`config.mk`:
```
export PLATFORM = sky130hd
export DESIGN_NAME = sysctrl
export DESIGN_NICKNAME = d
export VERILOG_FILES = /design/src/rtl/sysctrl_pkg.sv /design/src/rtl/clken_div.sv /design/src/rtl/sysctrl.sv
export SDC_FILE = /design/constraint.sdc
export NUM_CORES = 1
export LEC_CHECK = 0
export BUFFER_PORTS_ARGS = -buffer_cell sky130_fd_sc_hd__buf_4
export CAP_MARGIN = 20
export CORE_ASPECT_RATIO = 0.6
export CORE_MARGIN = 3
export CORE_UTILIZATION = 59
export DETAILED_ROUTE_END_ITERATION = 8
export GPL_TIMING_DRIVEN = 0
export PLACE_DENSITY_LB_ADDON = 0.12
export SLEW_MARGIN = 10
export SYNTH_ARGS = -nofsm -noshare
export SYNTH_HDL_FRONTEND = slang
export SYNTH_SLANG_ARGS = --single-unit
```
`constraint.sdc`:
```
create_clock -name clk -period 3.3 [get_ports clk]
set_clock_uncertainty 0.15 [all_clocks]
set_input_delay 0.825 -clock clk [delete_from_list [all_inputs] [get_ports clk]]
set_output_delay 0.825 -clock clk [all_outputs]
set_load 0.02 [all_outputs]
```
`src/rtl/sysctrl_pkg.sv`:
```
// Shared definitions for the board clock/reset controller: FSM state codes,
// trap handling modes, trap counter width and its saturating increment.
package sysctrl_pkg;

    localparam logic [1:0] ST_RESET = 2'd0;
    localparam logic [1:0] ST_RUN   = 2'd1;
    localparam logic [1:0] ST_HALT  = 2'd2;

    localparam int TRAP_MODE_HALT    = 0;
    localparam int TRAP_MODE_RESTART = 1;

    localparam int TRAP_CNT_W = 8;

    // Saturates at all-ones so a runaway trap loop cannot wrap the count.
    function automatic logic [TRAP_CNT_W-1:0] sat_inc(input logic [TRAP_CNT_W-1:0] v);
        return (&v) ? v : v + 1'b1;
    endfunction

endpackage

```
`src/rtl/clken_div.sv`:
```
// Runtime-programmable clock-enable divider. The ratio is reloaded only at a
// period boundary (or while held), so changing div mid-period never shortens
// the period in progress. clk_en is registered and is high during the clock in
// which the counter sits at N-1.
module clken_div
    import sysctrl_pkg::*;
#(
    parameter int CLKDIV = 6,
    parameter int DIVW   = 8
) (
    input  logic            clk,
    input  logic            reset,
    input  logic            hold,
    input  logic [DIVW-1:0] div,
    output logic            clk_en
);

    logic [DIVW-1:0] cnt;
    logic [DIVW-1:0] n_lat;
    logic [DIVW-1:0] n_eff;
    logic [DIVW-1:0] cnt_inc;
    logic            wrap;

    // Effective ratio for the next period and end-of-period detection.
    always_comb begin
        n_eff   = (div == '0) ? DIVW'(CLKDIV) : div;
        wrap    = (cnt == n_lat - DIVW'(1));
        cnt_inc = cnt + DIVW'(1);
    end

    // Counter, latched ratio and the look-ahead registered enable.
    always_ff @(posedge clk or posedge reset) begin
        if (reset) begin
            cnt    <= '0;
            n_lat  <= DIVW'(CLKDIV);
            clk_en <= 1'b0;
        end else if (hold) begin
            cnt    <= '0;
            n_lat  <= n_eff;
            clk_en <= 1'b0;
        end else if (wrap) begin
            cnt    <= '0;
            n_lat  <= n_eff;
            clk_en <= (n_eff == DIVW'(1));
        end else begin
            cnt    <= cnt_inc;
            clk_en <= (cnt_inc == n_lat - DIVW'(1));
        end
    end

endmodule

```
`src/rtl/sysctrl.sv`:
```
// Board-level system controller: clock-enable divider, debounced reset
// button, stretched synchronous system reset and a trap supervisor that
// either halts the core or restarts it through the RESET state.
module sysctrl
    import sysctrl_pkg::*;
#(
    parameter int CLKDIV          = 6,
    parameter int DIVW            = 8,
    parameter int DEBOUNCE_CYCLES = 50000,
    parameter int RESET_CYCLES    = 16,
    parameter int TRAP_MODE       = 0
) (
    input  logic                  clk,
    input  logic                  reset,
    input  logic                  btn_n,
    input  logic                  trap,
    input  logic [DIVW-1:0]       div,
    output logic                  clk_en,
    output logic                  sys_reset,
    output logic [1:0]            state,
    output logic [TRAP_CNT_W-1:0] trap_count
);

    localparam int DBW = $clog2(DEBOUNCE_CYCLES + 1);
    localparam int PCW = $clog2(RESET_CYCLES + 1);

    logic           btn_s1;
    logic           btn_s2;
    logic           btn_level;
    logic [DBW-1:0] db_cnt;
    logic           press;

    logic [1:0]     state_next;
    logic [PCW-1:0] pulse_cnt;
    logic [PCW-1:0] pulse_next;
    logic           trap_taken;
    logic           hold;

    // Two-flop synchroniser; idles at 1 (button released).
    always_ff @(posedge clk or posedge reset) begin
        if (reset) begin
            btn_s1 <= 1'b1;
            btn_s2 <= 1'b1;
        end else begin
            btn_s1 <= btn_n;
            btn_s2 <= btn_s1;
        end
    end

    // Debounce: accept a new level after it differs from the accepted one for
    // DEBOUNCE_CYCLES consecutive clocks; a return to the old level restarts
    // the count. An accepted fall emits a one-clock press pulse.
    always_ff @(posedge clk or posedge reset) begin
        if (reset) begin
            btn_level <= 1'b1;
            db_cnt    <= '0;
            press     <= 1'b0;
        end else if (btn_s2 != btn_level) begin
            if (db_cnt == DBW'(DEBOUNCE_CYCLES - 1)) begin
                btn_level <= btn_s2;
                db_cnt    <= '0;
                press     <= ~btn_s2;
            end else begin
                db_cnt    <= db_cnt + 1'b1;
                press     <= 1'b0;
            end
        end else begin
            db_cnt <= '0;
            press  <= 1'b0;
        end
    end

    // Next-state logic; a press overrides every other transition.
    always_comb begin
        trap_taken = (state == ST_RUN) && clk_en && trap;
        state_next = state;
        case (state)
            ST_RESET: if (clk_en && pulse_cnt == PCW'(RESET_CYCLES - 1)) state_next = ST_RUN;
            ST_RUN:   if (trap_taken) state_next = (TRAP_MODE == TRAP_MODE_RESTART) ? ST_RESET : ST_HALT;
            ST_HALT:  state_next = ST_HALT;
            default:  state_next = ST_RESET;
        endcase
        if (press) state_next = ST_RESET;

        if (state != ST_RESET || state_next != ST_RESET || press) pulse_next = '0;
        else if (clk_en) pulse_next = pulse_cnt + 1'b1;
        else pulse_next = pulse_cnt;

        // Hold on the next state so no enable escapes on the edge entering HALT.
        hold = (state_next == ST_HALT);
    end

    clken_div #(
        .CLKDIV (CLKDIV),
        .DIVW   (DIVW)
    ) u_div (
        .clk    (clk),
        .reset  (reset),
        .hold   (hold),
        .div    (div),
        .clk_en (clk_en)
    );

    // FSM state, reset-stretch pulse counter, registered reset and trap count.
    always_ff @(posedge clk or posedge reset) begin
        if (reset) begin
            state      <= ST_RESET;
            pulse_cnt  <= '0;
            sys_reset  <= 1'b1;
            trap_count <= '0;
        end else begin
            state     <= state_next;
            pulse_cnt <= pulse_next;
            sys_reset <= (state_next == ST_RESET);
            if (trap_taken) trap_count <= sat_inc(trap_count);
        end
    end

endmodule

```
Word level (Yosys, flattened, before mapping) --
Index checks and enable logic that the tools add are counted.
Word-level totals: bits of input ports 12, register bits after elaboration 53, output and inout bits 12, word-level logic and storage cells 60
Cells by class: mux-type cells 17, reductions and logical operators 15, equal/unequal tests 9, bitwise logic cells 2, add/subtract/negate cells 5
Operators by type and width (number):
- $mux 8 | 5
- $mux 16 | 2
- $add 16x1->16 const B | 1
- $add 8x1->8 const B | 2
- $eq 16x16->1 const B | 1
- $eq 8x8->1 | 2
- $mux 5 | 2
- $eq 8x1->1 const B | 1
- $logic_not 8->1 | 1
- $reduce_and 8->1 | 1
- $reduce_bool 2->1 | 4
- $sub 8x1->8 const B | 1
- $mux 2 | 3
- $pmux 2 s3 | 1
- $add 5x1->5 const B | 1
- $eq 5x4->1 const B | 1
- $eq 2x2->1 const B | 2
- $logic_not 2->1 | 2
- $mux 1 | 4
- $reduce_and 2->1 | 2
- $logic_and 1x1->1 | 3
- $eq 2x1->1 const B | 1
- $logic_or 1x1->1 | 2
- $not 1->1 | 2
- $ne 1x1->1 | 1

Longest topological paths before layout --
depth after elaboration 10, gate-level depth with buffers 8, gate-level depth less buffers 8

Modules after synthesis --
A second synthesis with hierarchy kept.
Second synthesis, totals: cells, all modules 268, area total of the unflattened synthesis 2827.7 um2
By module, submodules not included:
- sysctrl | times used 1, cells each 160, seq. area each 905.9 um2, area an instance 1690.4 um2
- clken_div | times used 1, cells each 108, seq. area each 427.9 um2, area an instance 1137.3 um2

Worst setup path before layout --
Ideal clock, no wire load.
path type register to register, start point reg u_div.n_lat[1], end point reg u_div.n_lat[3], cell stages (with the launch flop) 9, setup time 125 ps, path buffers 0, clock period less this slack 2628 ps, required time 3025 ps, slack 672 ps, arrival 2353 ps, path through dfstp_2 > inv_1 > ha_1 > nor3b_2 > mux2i_1 > or4_4 > a211oi_4 > nor2_4 > mux2_2
On the way: cells in the longest elaborated chain, start to end 3
Ends and longest elaborated chain:
- start, declared | RTL line clken_div.sv:19 | logic [DIVW-1:0] n_lat;
- start signal, assigned | RTL line clken_div.sv:35 | n_lat <= DIVW'(CLKDIV);
- start signal, assigned | RTL line clken_div.sv:39 | n_lat <= n_eff;
- start signal, assigned | RTL line clken_div.sv:43 | n_lat <= n_eff;
- $sub 8x1->8 | RTL line clken_div.sv:27 | wrap = (cnt == n_lat - DIVW'(1));
- $eq 8x8->1 | RTL line clken_div.sv:27
- $reduce_bool 2->1 (no line)
Every way passes these cells. A chain may end at the register's enable or synchronous reset.

Final worst setup path --
start point reg u_div.n_lat[0], end point reg u_div.n_lat[5]
Same word-level chain as after synthesis.

==> impl_summary.log <==
INFO  metric hold_violations = 0
INFO  metric combPwrFrac = 0.065
INFO  metric finalWeightedCongestion = 0.850
INFO  metric internal_power = 0.925 mW
INFO  metric worst-endpoint-required = 3.35 ns
INFO  metric crit_path_max_fanout = 9
INFO  metric maximum_number_of_pins_on_one_net_before_global_route_repair = 38
INFO  metric clock_power_share = 0.375
INFO  metric post_detailed_route_via_to_cell_ratio = 5.49
INFO  metric power.ir.vdd_worst = 243 uV
INFO  metric finalSetupViolCount = 0
INFO  metric cts_root_buffer = sky130_fd_sc_hd__clkbuf_8
INFO  metric globalRouteTotalUtil = 0.217
INFO  metric post-route-period-util = 0.907
INFO  metric detail_route.wirelength = 5260 um
INFO  metric floorplan.die_area = 5580 um2
INFO  metric tritoncts = built
INFO  metric synth.yosys.seq_area_share = 0.482
INFO  metric grt_pass1_wl = 9190 um
INFO  metric numPortBuffers = 23
INFO  metric post-synth-top-area-fraction = 0.425
INFO  metric average_cell_area_after_synthesis = 10.3 um2
INFO  metric drv_cap = 0
INFO  metric core_region_area = 4300 um2
INFO  metric run_status = finished, final reports clean
INFO  metric drive_gt1_frac = 0.196
INFO  metric worst_r2r_path_depth = 8
INFO  metric grt_overflow_total = 0
INFO  metric site_rows = 18
INFO  metric die_height = 59.1 um
INFO  metric final_core_util = 0.732
INFO  metric dp_hpwl = 3850 um
INFO  metric fillers = 309
INFO  metric arrival = 3.04 ns
INFO  metric ys_top_cells_by_count = sky130_fd_sc_hd__dfrtp_1, sky130_fd_sc_hd__nor2_1, sky130_fd_sc_hd__xnor2_1, sky130_fd_sc_hd__xor2_1
INFO  metric synthesis.nets = 287
INFO  metric cts_repair_resize_count = 0
INFO  metric antenna_violations_before_repair = 0
INFO  metric setup.worst_path.class = reg2reg
INFO  metric max_slew_margin = 0.625
INFO  metric crit_path_end_kind = flip-flop
INFO  metric setup_repair_after_global_routing_missed_its_margin = no
INFO  metric synth_largest_area_cell = sky130_fd_sc_hd__dfrtp_1
INFO  metric clock_sinks = 53
INFO  metric area.growth.synth_to_final = 13.7%
INFO  metric setup_total_negative_slack = 0 ns
INFO  metric report.final.slew_viol_count = 0
INFO  metric clock_transition_at_the_registers_of_the_reported_paths = 0.10 ns
INFO  metric insertion_delay = 0.31 ns
INFO  metric postSynth.topFlopCell = sky130_fd_sc_hd__dfrtp_1
INFO  metric synthesis.yosys.warnings = 0
INFO  metric net_count_final = 318
INFO  metric post-cts-setup-buffer-count = 0
INFO  metric cts_hold_repair.buffers = 0
INFO  metric critical_path.startpoint_type = flip-flop
INFO  metric switching_power_total = 0.273 mW
INFO  metric post-synth-top-count-cell = sky130_fd_sc_hd__dfrtp_1
INFO  metric worstMarginPinSlew = 0.561 ns
INFO  metric insertedDiodeCount = 0
INFO  metric ioPinCount = 24
INFO  metric min_period = 2.99 ns
INFO  metric synth_top_cells_by_area = sky130_fd_sc_hd__dfrtp_1, sky130_fd_sc_hd__xnor2_1, sky130_fd_sc_hd__xor2_1
INFO  metric drt_iter0_drc = 107
INFO  metric wire_per_inst = 14.6 um
INFO  metric drc = 0
INFO  metric synth-edff-count = 0
INFO  metric finalNonFillerCells = 361
INFO  metric final.hold.worst_slack = 0.211 ns
INFO  metric yosys_register_bits = 53
INFO  metric first_global_vias = 1,907
INFO  metric drt_pre_antenna_iters = 4
INFO  metric dr_vias = 1,982
INFO  metric power.static_leakage = 1.34 nW
INFO  metric place_inst = 353
INFO  metric ant_nets = 0
INFO  metric max_freq = 334 MHz
INFO  metric power_frac_seq = 0.560
INFO  metric cells_after_synth = 269
INFO  metric max-clock-path-buffers = 2
INFO  metric sw_frac_of_total = 0.228
INFO  metric synth.lib_cells_used.distinct = 41
INFO  metric mappedNetlistArea = 2770 um2
INFO  metric die_x = 94.4 um
INFO  metric pwr_density_cell = 381 nW/um2
INFO  metric cts-buffers-inserted = 5
INFO  metric clock_tree.htree_level_count = 2
INFO  metric hold-path-cell-count = 0
INFO  metric timing.hold.worst.class = reg2reg
INFO  metric starting_utilization_of_the_core_area = 0.643
INFO  metric post_synth_arst_share = 1.00
power by group through the flow:
stage                     Clock, mW  Sequential [mW]  Combinational, mW
after CTS                     0.455            0.671             0.0792
after global routing          0.484            0.673             0.0873
after floorplan                   0            0.681             0.0523
after global placement            0            0.683             0.0740
final                         0.449            0.671             0.0782
after detailed placement          0            0.683             0.0782
per-layer routing:
layer	wire, um	GRT usage	up-vias	share of wire
li1	-	-	993	-
met1	2690	0.324	955	0.51
met2	2300	0.316	30	0.44
met3	217	0.0571	4	0.041
met4	47	0.0638	0	0.0089
met5	0	0	-	0
final cells by class:
cell class	count	area, um2	share of cell area
Clock inverter	2	38.8	0.0123
Sequential cell	53	1330	0.424
Clock buffer	6	72.6	0.0231
Inverter	6	22.5	0.00716
Timing Repair Buffer	24	193	0.0612
Multi-Input combinational cell	204	1390	0.441
Buffer	6	25.0	0.00795
Tap cell	60	75.1	0.0239
cell families after synthesis:
kind of cell,count (synthesis),synth area share
xor+xnor,50,0.158
fa+ha+maj,6,0.0271
mux,13,0.0506
flops,53,0.482
simple gates,120,0.218
compound gates,15,0.0466
buf+inv,12,0.0172
state kept, by name, summed over array words and instances, names as in the netlist, 2 cells and up:
name and flops:
pulse_cnt 5, trap_count 8, db_cnt 16, u_div.cnt 8, u_div.n_lat 8, state 2
critical path, stage by stage, from the launching register on:
cell	delay (ns)
sky130_fd_sc_hd__dfrtp_1	0.43
sky130_fd_sc_hd__inv_1	0.11
sky130_fd_sc_hd__ha_1	0.27
sky130_fd_sc_hd__nor3b_2	0.33
sky130_fd_sc_hd__mux2i_1	0.12
sky130_fd_sc_hd__or4_4	0.53
sky130_fd_sc_hd__a211oi_4	0.47
sky130_fd_sc_hd__nor2_4	0.16
sky130_fd_sc_hd__mux2_2	0.31
stage by stage:
| step | instance area [um2] | worst slack, ns | total power, mW |
|---|---|---|---|
| 2_1_floorplan | 2770 | 0.672 | 0.733 |
| 3_5_place_dp | 3040 | 0.355 | 0.761 |
| 5_1_grt | 3150 | 0.132 | 1.24 |
| 3_3_place_gp | 3020 | 0.406 | 0.757 |
| 4_1_cts | 3150 | 0.341 | 1.20 |
| 6_report | 3150 | 0.307 | 1.20 |
cells in the final DEF, fill, tap and decap left out, types with 5 or more instances in the layout:
cell type                  count
sky130_fd_sc_hd__dfrtp_1      47
sky130_fd_sc_hd__nor2_1       42
sky130_fd_sc_hd__xnor2_1      27
sky130_fd_sc_hd__xor2_1       23
sky130_fd_sc_hd__buf_4        23
sky130_fd_sc_hd__nand3_1      16
sky130_fd_sc_hd__nand2_1      16
sky130_fd_sc_hd__nor3_1       14
sky130_fd_sc_hd__mux2_2        8
sky130_fd_sc_hd__nand4_1       7
sky130_fd_sc_hd__ha_1          6
sky130_fd_sc_hd__dfstp_2       6
sky130_fd_sc_hd__clkbuf_1      5
sky130_fd_sc_hd__inv_1         5
sky130_fd_sc_hd__mux2i_1       5
sky130_fd_sc_hd__and3_1        5
sky130_fd_sc_hd__clkbuf_8      5
final timing paths:
| path | slack, ns | endpoint | from |
|---|---|---|---|
| min in group asynchronous | 0.34 | trap_count[7] | reset |
| worst min-delay path | 0.21 | btn_s2 | btn_s1 |
| max in group asynchronous | 2.07 | u_div.n_lat[1] | reset |
| worst min register to register | 0.21 | btn_s2 | btn_s1 |
| worst max-delay path | 0.31 | u_div.n_lat[5] | u_div.n_lat[0] |
| worst max register to register | 0.31 | u_div.n_lat[5] | u_div.n_lat[0] |
Note: power is estimated with default switching activity, not from simulation.
